===== config.mk =====
export PLATFORM = sky130hd
export DESIGN_NAME = sysid_check_timer
export DESIGN_NICKNAME = d
export VERILOG_FILES = /design/src/rtl/sysid_check_pkg.sv /design/src/rtl/sysid_check_timer.sv
export SDC_FILE = /design/constraint.sdc
export NUM_CORES = 1
export LEC_CHECK = 0
export CAP_MARGIN = 20
export CORE_AREA = 4 4 41 43
export CTS_CLUSTER_DIAMETER = 60
export DETAILED_ROUTE_END_ITERATION = 12
export DIE_AREA = 0 0 45 47
export HOLD_SLACK_MARGIN = 0.05
export PLACE_DENSITY = 0.56
export SKIP_LAST_GASP = 1
export SLEW_MARGIN = 20
export SYNTH_ARGS = -nofsm -noshare
export SYNTH_HDL_FRONTEND = slang
export SYNTH_SLANG_ARGS = --single-unit

===== constraint.sdc =====
create_clock -name clock -period 1.58 [get_ports clock]
set_input_delay 0.158 -clock clock [delete_from_list [all_inputs] [get_ports clock]]
set_output_delay 0.158 -clock clock [all_outputs]
set_load 0.005 [all_outputs]

===== src/rtl/sysid_check_pkg.sv =====
// Shared types and constants for the system-ID checker.
// Holds the FSM state encoding, the slave word addresses and the data width.
package sysid_check_pkg;

   localparam int   SYSID_DATA_W  = 32;
   localparam logic SYSID_ADDR_ID = 1'b0;
   localparam logic SYSID_ADDR_TS = 1'b1;

   typedef enum logic [2:0] {
      ST_IDLE    = 3'd0,
      ST_RD_ID   = 3'd1,
      ST_RD_TS   = 3'd2,
      ST_COMPARE = 3'd3,
      ST_DONE    = 3'd4
   } sysid_state_t;

   // Counter width able to hold the terminal count itself.
   function automatic int timer_width(input int cycles);
      return (cycles < 2) ? 1 : $clog2(cycles + 1);
   endfunction

endpackage


===== src/rtl/sysid_check_timer.sv =====
// Loadable saturating stall counter; o_tc is high once TIMEOUT_CYCLES stalls were counted.
// Only instantiated when SYSID_CHECK_TIMEOUT_EN is defined.
module sysid_check_timer
   import sysid_check_pkg::*;
#(
   parameter int TIMEOUT_CYCLES = 256
) (
   input  logic clock,
   input  logic reset_n,
   input  logic i_load,
   input  logic i_count,
   output logic o_tc
);

   localparam int               CNT_W = timer_width(TIMEOUT_CYCLES);
   localparam logic [CNT_W-1:0] TC    = CNT_W'(TIMEOUT_CYCLES);

   logic [CNT_W-1:0] r_cnt;

   always_ff @(posedge clock or negedge reset_n) begin
      if (!reset_n) begin
         r_cnt <= '0;
      end else if (i_load) begin
         r_cnt <= '0;
      end else if (i_count && (r_cnt != TC)) begin
         r_cnt <= r_cnt + CNT_W'(1);
      end
   end

   assign o_tc = (r_cnt == TC);

endmodule


==> metrics.md, run 1 <==
| Metric | Value |
|---|---|
| Clock root buffer | `clkbuf_4` |
| CTS tree | `built` |
| Setup WS pre-CTS | `-234 ps` |
| Most common cell after layout, fill and taps aside | `buf_4` |
| First-pass GRT wire length | `1.86 mm` |
| Gpl congestion | `0.798` |
| DR DRC count | `0` |
| Largest family of logic cells by synthesized area | `simple AND/OR/NAND/NOR gates` |
| Clk pin slew, worst setup/hold paths | `60 ps` |
| Die Area | `2120 sq um` |
| Reg with most FFs | `r_cnt` |
| ANT nets after route | `0` |
| Die Span X | `45 microns` |
| Port bufs | `4` |
| Slew Limit Headroom | `0.721` |
| Pwr per Cell Area | `673 nW/um^2` |
| Top FF cell, synth | `dfrtp_1` |
| TNS Setup | `-309 ps` |
| DRT Pass-1 Iters | `1` |
| Simple logic cell fraction of the synthesized area | `0.257` |
| Initial DRC Count | `0` |
| H-tree level count | `1` |
| Mapped cell area | `505 sq um` |
| Layout area overhead | `39.6%` |
| Failing checks | `negative setup slack` |
| Distinct cells, synth | `23` |
| Final Non-Filler Cells | `87` |
| Critical Path Stages | `3` |
| FF/Latch Area | `225 sq um` |
| Max Transition Viols Final | `0` |
| CTS Sinks | `9` |
| Vias in the first global route | `474` |
| CP delay by family, top | `simple AND/OR/NAND/NOR gates` |
| Worst setup margin | `-145 ps` |
| Synth Area in Adders | `0.0495` |
| Maximum vdd drop | `0.434 mV` |
| Share of Yosys cell area claimed by the top area cell type | `0.446` |
| Max FFs per register | `9` |
| CP required | `1730 ps` |
| CP max stage delay | `570 ps` |
| Worst R2R Path Depth | `3` |
| Leak | `0.308 nW` |
| CTS Hold Bufs | `0` |
| Critical path cell sequence | `or4_4 > o41a_1 > mux2_4` |
| Synth Area in Compound Gates | `0.119` |
| Gr usage total | `0.130` |
| Mapped Cells | `52` |
| Arr. time, crit path | `1870 ps` |
| Final setup violation count | `3` |
| Hold Violations, Final | `0` |
| Mux share of post-synthesis cell area | `0.0718` |
| Std cell rows | `13` |
| Initial antenna violation count | `0` |
| Hold_ws | `195 ps` |
| Clock period minus worst slack | `1730 ps` |
| Final period util | `1.09` |
| Fill cells | `124` |
| Critical path peak fanout | `3` |
| Ports | `5` |
| Final HPWL DP | `855 microns` |
| CP Class | `register to register` |
| Max Cap Violations | `0` |
| Vias | `449` |
| Post-synth EDFFs | `0` |
| Crit-path slowest cell | `or4_4` |
| Post-Synth XOR/XNOR Area | `0.0347` |
| Via-per-instance ratio | `5.16` |
| Multi-input gate area | `295 sq um` |
| Clock skew | `7.62 ps` |
| Total Power | `0.475 mW` |
| Commonest cells after routing, fill and taps aside | `buf_4, dfrtp_1, nand2_1` |
| Synth top area cells | `dfrtp_1, nand2_1, ha_1` |
| Drt total wl | `1.15 mm` |
| Sequential share of the synthesized area | `0.446` |
| Setup Fix Bufs, Post-CTS | `0` |
| Status | `finished with violations` |
| Fmax | `580 MHz` |
| Clk buf depth | `2` |
| Post-synth ARST share | `1.00` |
| Top flop regs | `r_cnt: 9 flops` |
| Antenna diodes | `0` |
| Layout cells sized above 1 | `0.333` |
| RSZ-0062 raised after global routing | `true` |
| Core Region | `1300 sq um` |
| Die height | `47 microns` |
| Largest net degree at the start of global routing | `10` |
| Initial Util | `0.388` |
| Mapped Nets | `58` |
| Mean post-synth cell area | `9.72 sq um` |
| Worst min path class | `primary input to async pin` |
| Worst setup SP type | `register` |
| Placed cell count | `83` |
| CP bufs+invs | `0` |
| Insertion delay to the later sink of the worst-skew pair | `260 ps` |
| Slew @ Worst Pin | `417 ps` |
| Setup crit end kind | `register` |
| Gr ovfl total | `0` |
| Leading area contributor after synthesis | `dfrtp_1` |
| Num CTS Buffers | `3` |
| Synthesized flop and latch total | `9` |
| Routed WL per cell | `13.2 microns` |
| Synth warn | `0` |
| Final #Nets | `79` |
## cell families after synthesis
kind of cell | Yosys count
simple gates | 24
fa+ha+maj | 2
compound gates | 9
xor+xnor | 2
flops | 9
buf+inv | 3
mux | 3
## worst reg2reg max path: stages, from the launching register on
cell and delay (ps):
dfrtp_1 380, or4_4 570, o41a_1 370, mux2_4 310
## cell usage after synthesis, types with 2 or more instances
master    n
a21oi_1   4
dfrtp_1   9
ha_1      2
inv_1     2
nand2_1   7
nand2b_1  2
nand4_1   2
nor2_1    5
nor4_1    2
o31ai_1   2
or4_1     2
xor2_1    2
## final cells by class
type / instances / share of cell area
sequential: 9 / 0.319
multi-input combinational: 40 / 0.418
inverter: 2 / 0.0106
tap: 15 / 0.0266
timing repair buffer: 17 / 0.188
clock buffer: 4 / 0.0372
## per-layer routing
metal,global-route usage,vias to the layer above,wire length (microns)
li1,-,232,-
met1,0.128,207,505
met2,0.232,8,569
met3,0.0575,2,55
met4,0.0702,0,18
met5,0,-,0
## report_power, final
part / total [mW] / leakage (nW) / internal (mW) / switching (mW)
Sequential: 0.238 / 0.124 / 0.235 / 0.00260
Combinational: 0.0617 / 0.169 / 0.0339 / 0.0277
Clock: 0.176 / 0.0150 / 0.0972 / 0.0783
Total: 0.475 / 0.308 / 0.367 / 0.109
## repair_timing
item / 4_1_cts / 5_1_grt
endpoints found under the setup margin: 3 / 5
resized for setup: 5 / 4
endpoints found under the hold margin: 0 / 0
pin swaps: 1 / 3
## path summary, 6_finish.rpt
path | from | end | slack, ps
setup / recovery | r_cnt[2] | r_cnt[0] | -150
hold / removal | reset_n | r_cnt[6] | 200
setup reg to reg | r_cnt[2] | r_cnt[0] | -150
max in group asynchronous | reset_n | r_cnt[3] | 1090
min in group clock | i_load | r_cnt[6] | 600
hold reg to reg | r_cnt[3] | r_cnt[3] | 640
## metrics by stage
| stage | area (sq um) | utilization |
|---|---|---|
| after global placement | 658 | 0.506 |
| final | 706 | 0.542 |
| after floorplan | 505 | - |
| after CTS | 686 | 0.527 |
| after detailed placement | 658 | 0.506 |
| after global routing | 706 | 0.542 |
(Power assumes the default switching activity.)
==> run 2, diff against run 1 <==
--- a/config.mk
+++ b/config.mk
@@ -5,6 +5,7 @@
 export SDC_FILE = /design/constraint.sdc
 export NUM_CORES = 1
 export LEC_CHECK = 0
+export ABC_AREA = 0
 export CAP_MARGIN = 20
 export CORE_AREA = 4 4 41 43
 export CTS_CLUSTER_DIAMETER = 60
==> results of run 2 <==
The final DEF is identical to that of run 1; final timing and power are the same.
==> run 3, diff against run 2 <==
--- a/config.mk
+++ b/config.mk
@@ -18,3 +18,4 @@
 export SYNTH_ARGS = -nofsm -noshare
 export SYNTH_HDL_FRONTEND = slang
 export SYNTH_SLANG_ARGS = --single-unit
+export TNS_END_PERCENT = 20
==> metrics.md, run 3 (synthesis results as in run 1) <==
| Metric | Value |
|---|---|
| CTS Hold Bufs | `0 (unchanged)` |
| RSZ-0062 raised after global routing | `true` |
| Hold_ws | `198 ps (+3.16 ps)` |
| Num CTS Buffers | `3 (unchanged)` |
| Slew Limit Headroom | `0.720 (about the same)` |
| First-pass GRT wire length | `1.86 mm (unchanged)` |
| Maximum vdd drop | `0.432 mV (-0.35%)` |
| CTS Sinks | `9 (unchanged)` |
| Placed cell count | `83 (unchanged)` |
| Final setup violation count | `3 (unchanged)` |
| Core Region | `1300 sq um (unchanged)` |
| Layout area overhead | `37.4%` |
| Clock period minus worst slack | `1740 ps (+12.6 ps)` |
| Leak | `0.310 nW (+0.56%)` |
| Drt total wl | `1.13 mm (-2.0%)` |
| Max Transition Viols Final | `0 (unchanged)` |
| DR DRC count | `0 (unchanged)` |
| CP required | `1730 ps (about the same)` |
| Via-per-instance ratio | `5.20 (+0.67%)` |
| Reg with most FFs | `r_cnt` |
| Initial Util | `0.388 (unchanged)` |
| Commonest cells after routing, fill and taps aside | `buf_4, dfrtp_1, nand2_1` |
| Vias in the first global route | `474 (unchanged)` |
| Die Span X | `45 microns (unchanged)` |
| Routed WL per cell | `12.9 microns (-2.0%)` |
| Port bufs | `4 (unchanged)` |
| Die Area | `2120 sq um (unchanged)` |
| Clk pin slew, worst setup/hold paths | `60 ps (about the same)` |
| Std cell rows | `13 (unchanged)` |
| Clk buf depth | `2 (unchanged)` |
| Gr ovfl total | `0 (unchanged)` |
| Layout cells sized above 1 | `0.292 (-0.0417)` |
| Arr. time, crit path | `1880 ps (about the same)` |
| Setup WS pre-CTS | `-234 ps (unchanged)` |
| Die height | `47 microns (unchanged)` |
| Gpl congestion | `0.798 (unchanged)` |
| Initial DRC Count | `1 (+1)` |
| Vias | `452 (+0.67%)` |
| Insertion delay to the later sink of the worst-skew pair | `260 ps (about the same)` |
| Antenna diodes | `0 (unchanged)` |
| DRT Pass-1 Iters | `3 (+2)` |
| Final core occ | `0.534 (-0.00865)` |
| Fmax | `575 MHz (-0.72%)` |
| Hold Violations, Final | `0 (unchanged)` |
| Worst setup SP type | `register` |
| Ports | `5 (unchanged)` |
| Final Non-Filler Cells | `87 (unchanged)` |
| Status | `finished with violations` |
| Max FFs per register | `9 (unchanged)` |
| Clock root buffer | `clkbuf_4` |
| Max Cap Violations | `0 (unchanged)` |
| Worst setup margin | `-158 ps (-12.6 ps)` |
| Most common cell after layout, fill and taps aside | `buf_4` |
| Clock skew | `4.39 ps (-3.23 ps)` |
| Gr usage total | `0.130 (unchanged)` |
| CP Class | `register to register` |
| Pwr per Cell Area | `681 nW/um^2 (+1.1%)` |
| CTS tree | `built` |
| Largest net degree at the start of global routing | `10 (unchanged)` |
| Setup crit end kind | `register` |
| ANT nets after route | `0 (unchanged)` |
| Initial antenna violation count | `0 (unchanged)` |
| Final HPWL DP | `855 microns (unchanged)` |
| Failing checks | `negative setup slack` |
| Critical path peak fanout | `3 (unchanged)` |
| Final #Nets | `79 (unchanged)` |
| H-tree level count | `1 (unchanged)` |
| Final period util | `1.10 (+0.00797)` |
| Worst min path class | `primary input to async pin` |
| Slew @ Worst Pin | `418 ps (+0.977 ps)` |
| Top flop regs | `r_cnt: 9 flops` |
==> run 3: worst paths after layout <==
path,startpoint,endpoint,slack [ps],depth (start not counted)
max,r_cnt[2],r_cnt[0],-160,3
min,reset_n,r_cnt[5],200,1
max reg2reg,r_cnt[2],r_cnt[0],-160,3
min reg2reg,r_cnt[3],r_cnt[3],640,3
max in group asynchronous,reset_n,r_cnt[3],1090,1
min in group clock,i_load,r_cnt[6],620,2
==> run 3: critical path, stage by stage (launching register included) <==
cell	delay, ps
dfrtp_1	380
or4_4	570
o41a_1	370
mux2_4	310
==> run 3: report_power, final <==
group | internal, mW | switching [mW]
logic | 0.0337 | 0.0273
clock network | 0.0971 | 0.0764
registers | 0.235 | 0.00264
==> run 3: layout make-up <==
| type | instances | area [sq um] |
|---|---|---|
| Fill cell | 123 | 607 |
| Multi-Input combinational cell | 40 | 284 |
| Sequential cell | 9 | 225 |
| Timing Repair Buffer | 17 | 133 |
| Clock buffer | 4 | 26.3 |
| Tap cell | 15 | 18.8 |
| Inverter | 2 | 7.51 |
==> run 3: per-layer routing <==
layer	GRT usage	share of wire	vias to the layer above
li1	-	-	233
met4	0.0702	0.016	0
met1	0.128	0.46	209
met2	0.232	0.48	8
met3	0.0575	0.048	2
met5	0	0	-
==> run 3: repair_timing <==
item	4_1_cts	5_1_grt
buffers inserted	0	0
pin swaps	1	2
endpoints found under the setup margin	3	5
resized for setup	5	1
==> run 3: per-stage QoR <==
| stage | TNS [ps] | area (sq um) | power (mW) |
|---|---|---|---|
| after floorplan | -135 | 505 | 0.267 |
| after global placement | -376 | 658 | 0.302 |
| after detailed placement | -470 | 658 | 0.304 |
| after CTS | -377 | 686 | 0.482 |
| after global routing | -615 | 694 | 0.501 |
| final | -392 | 694 | 0.473 |
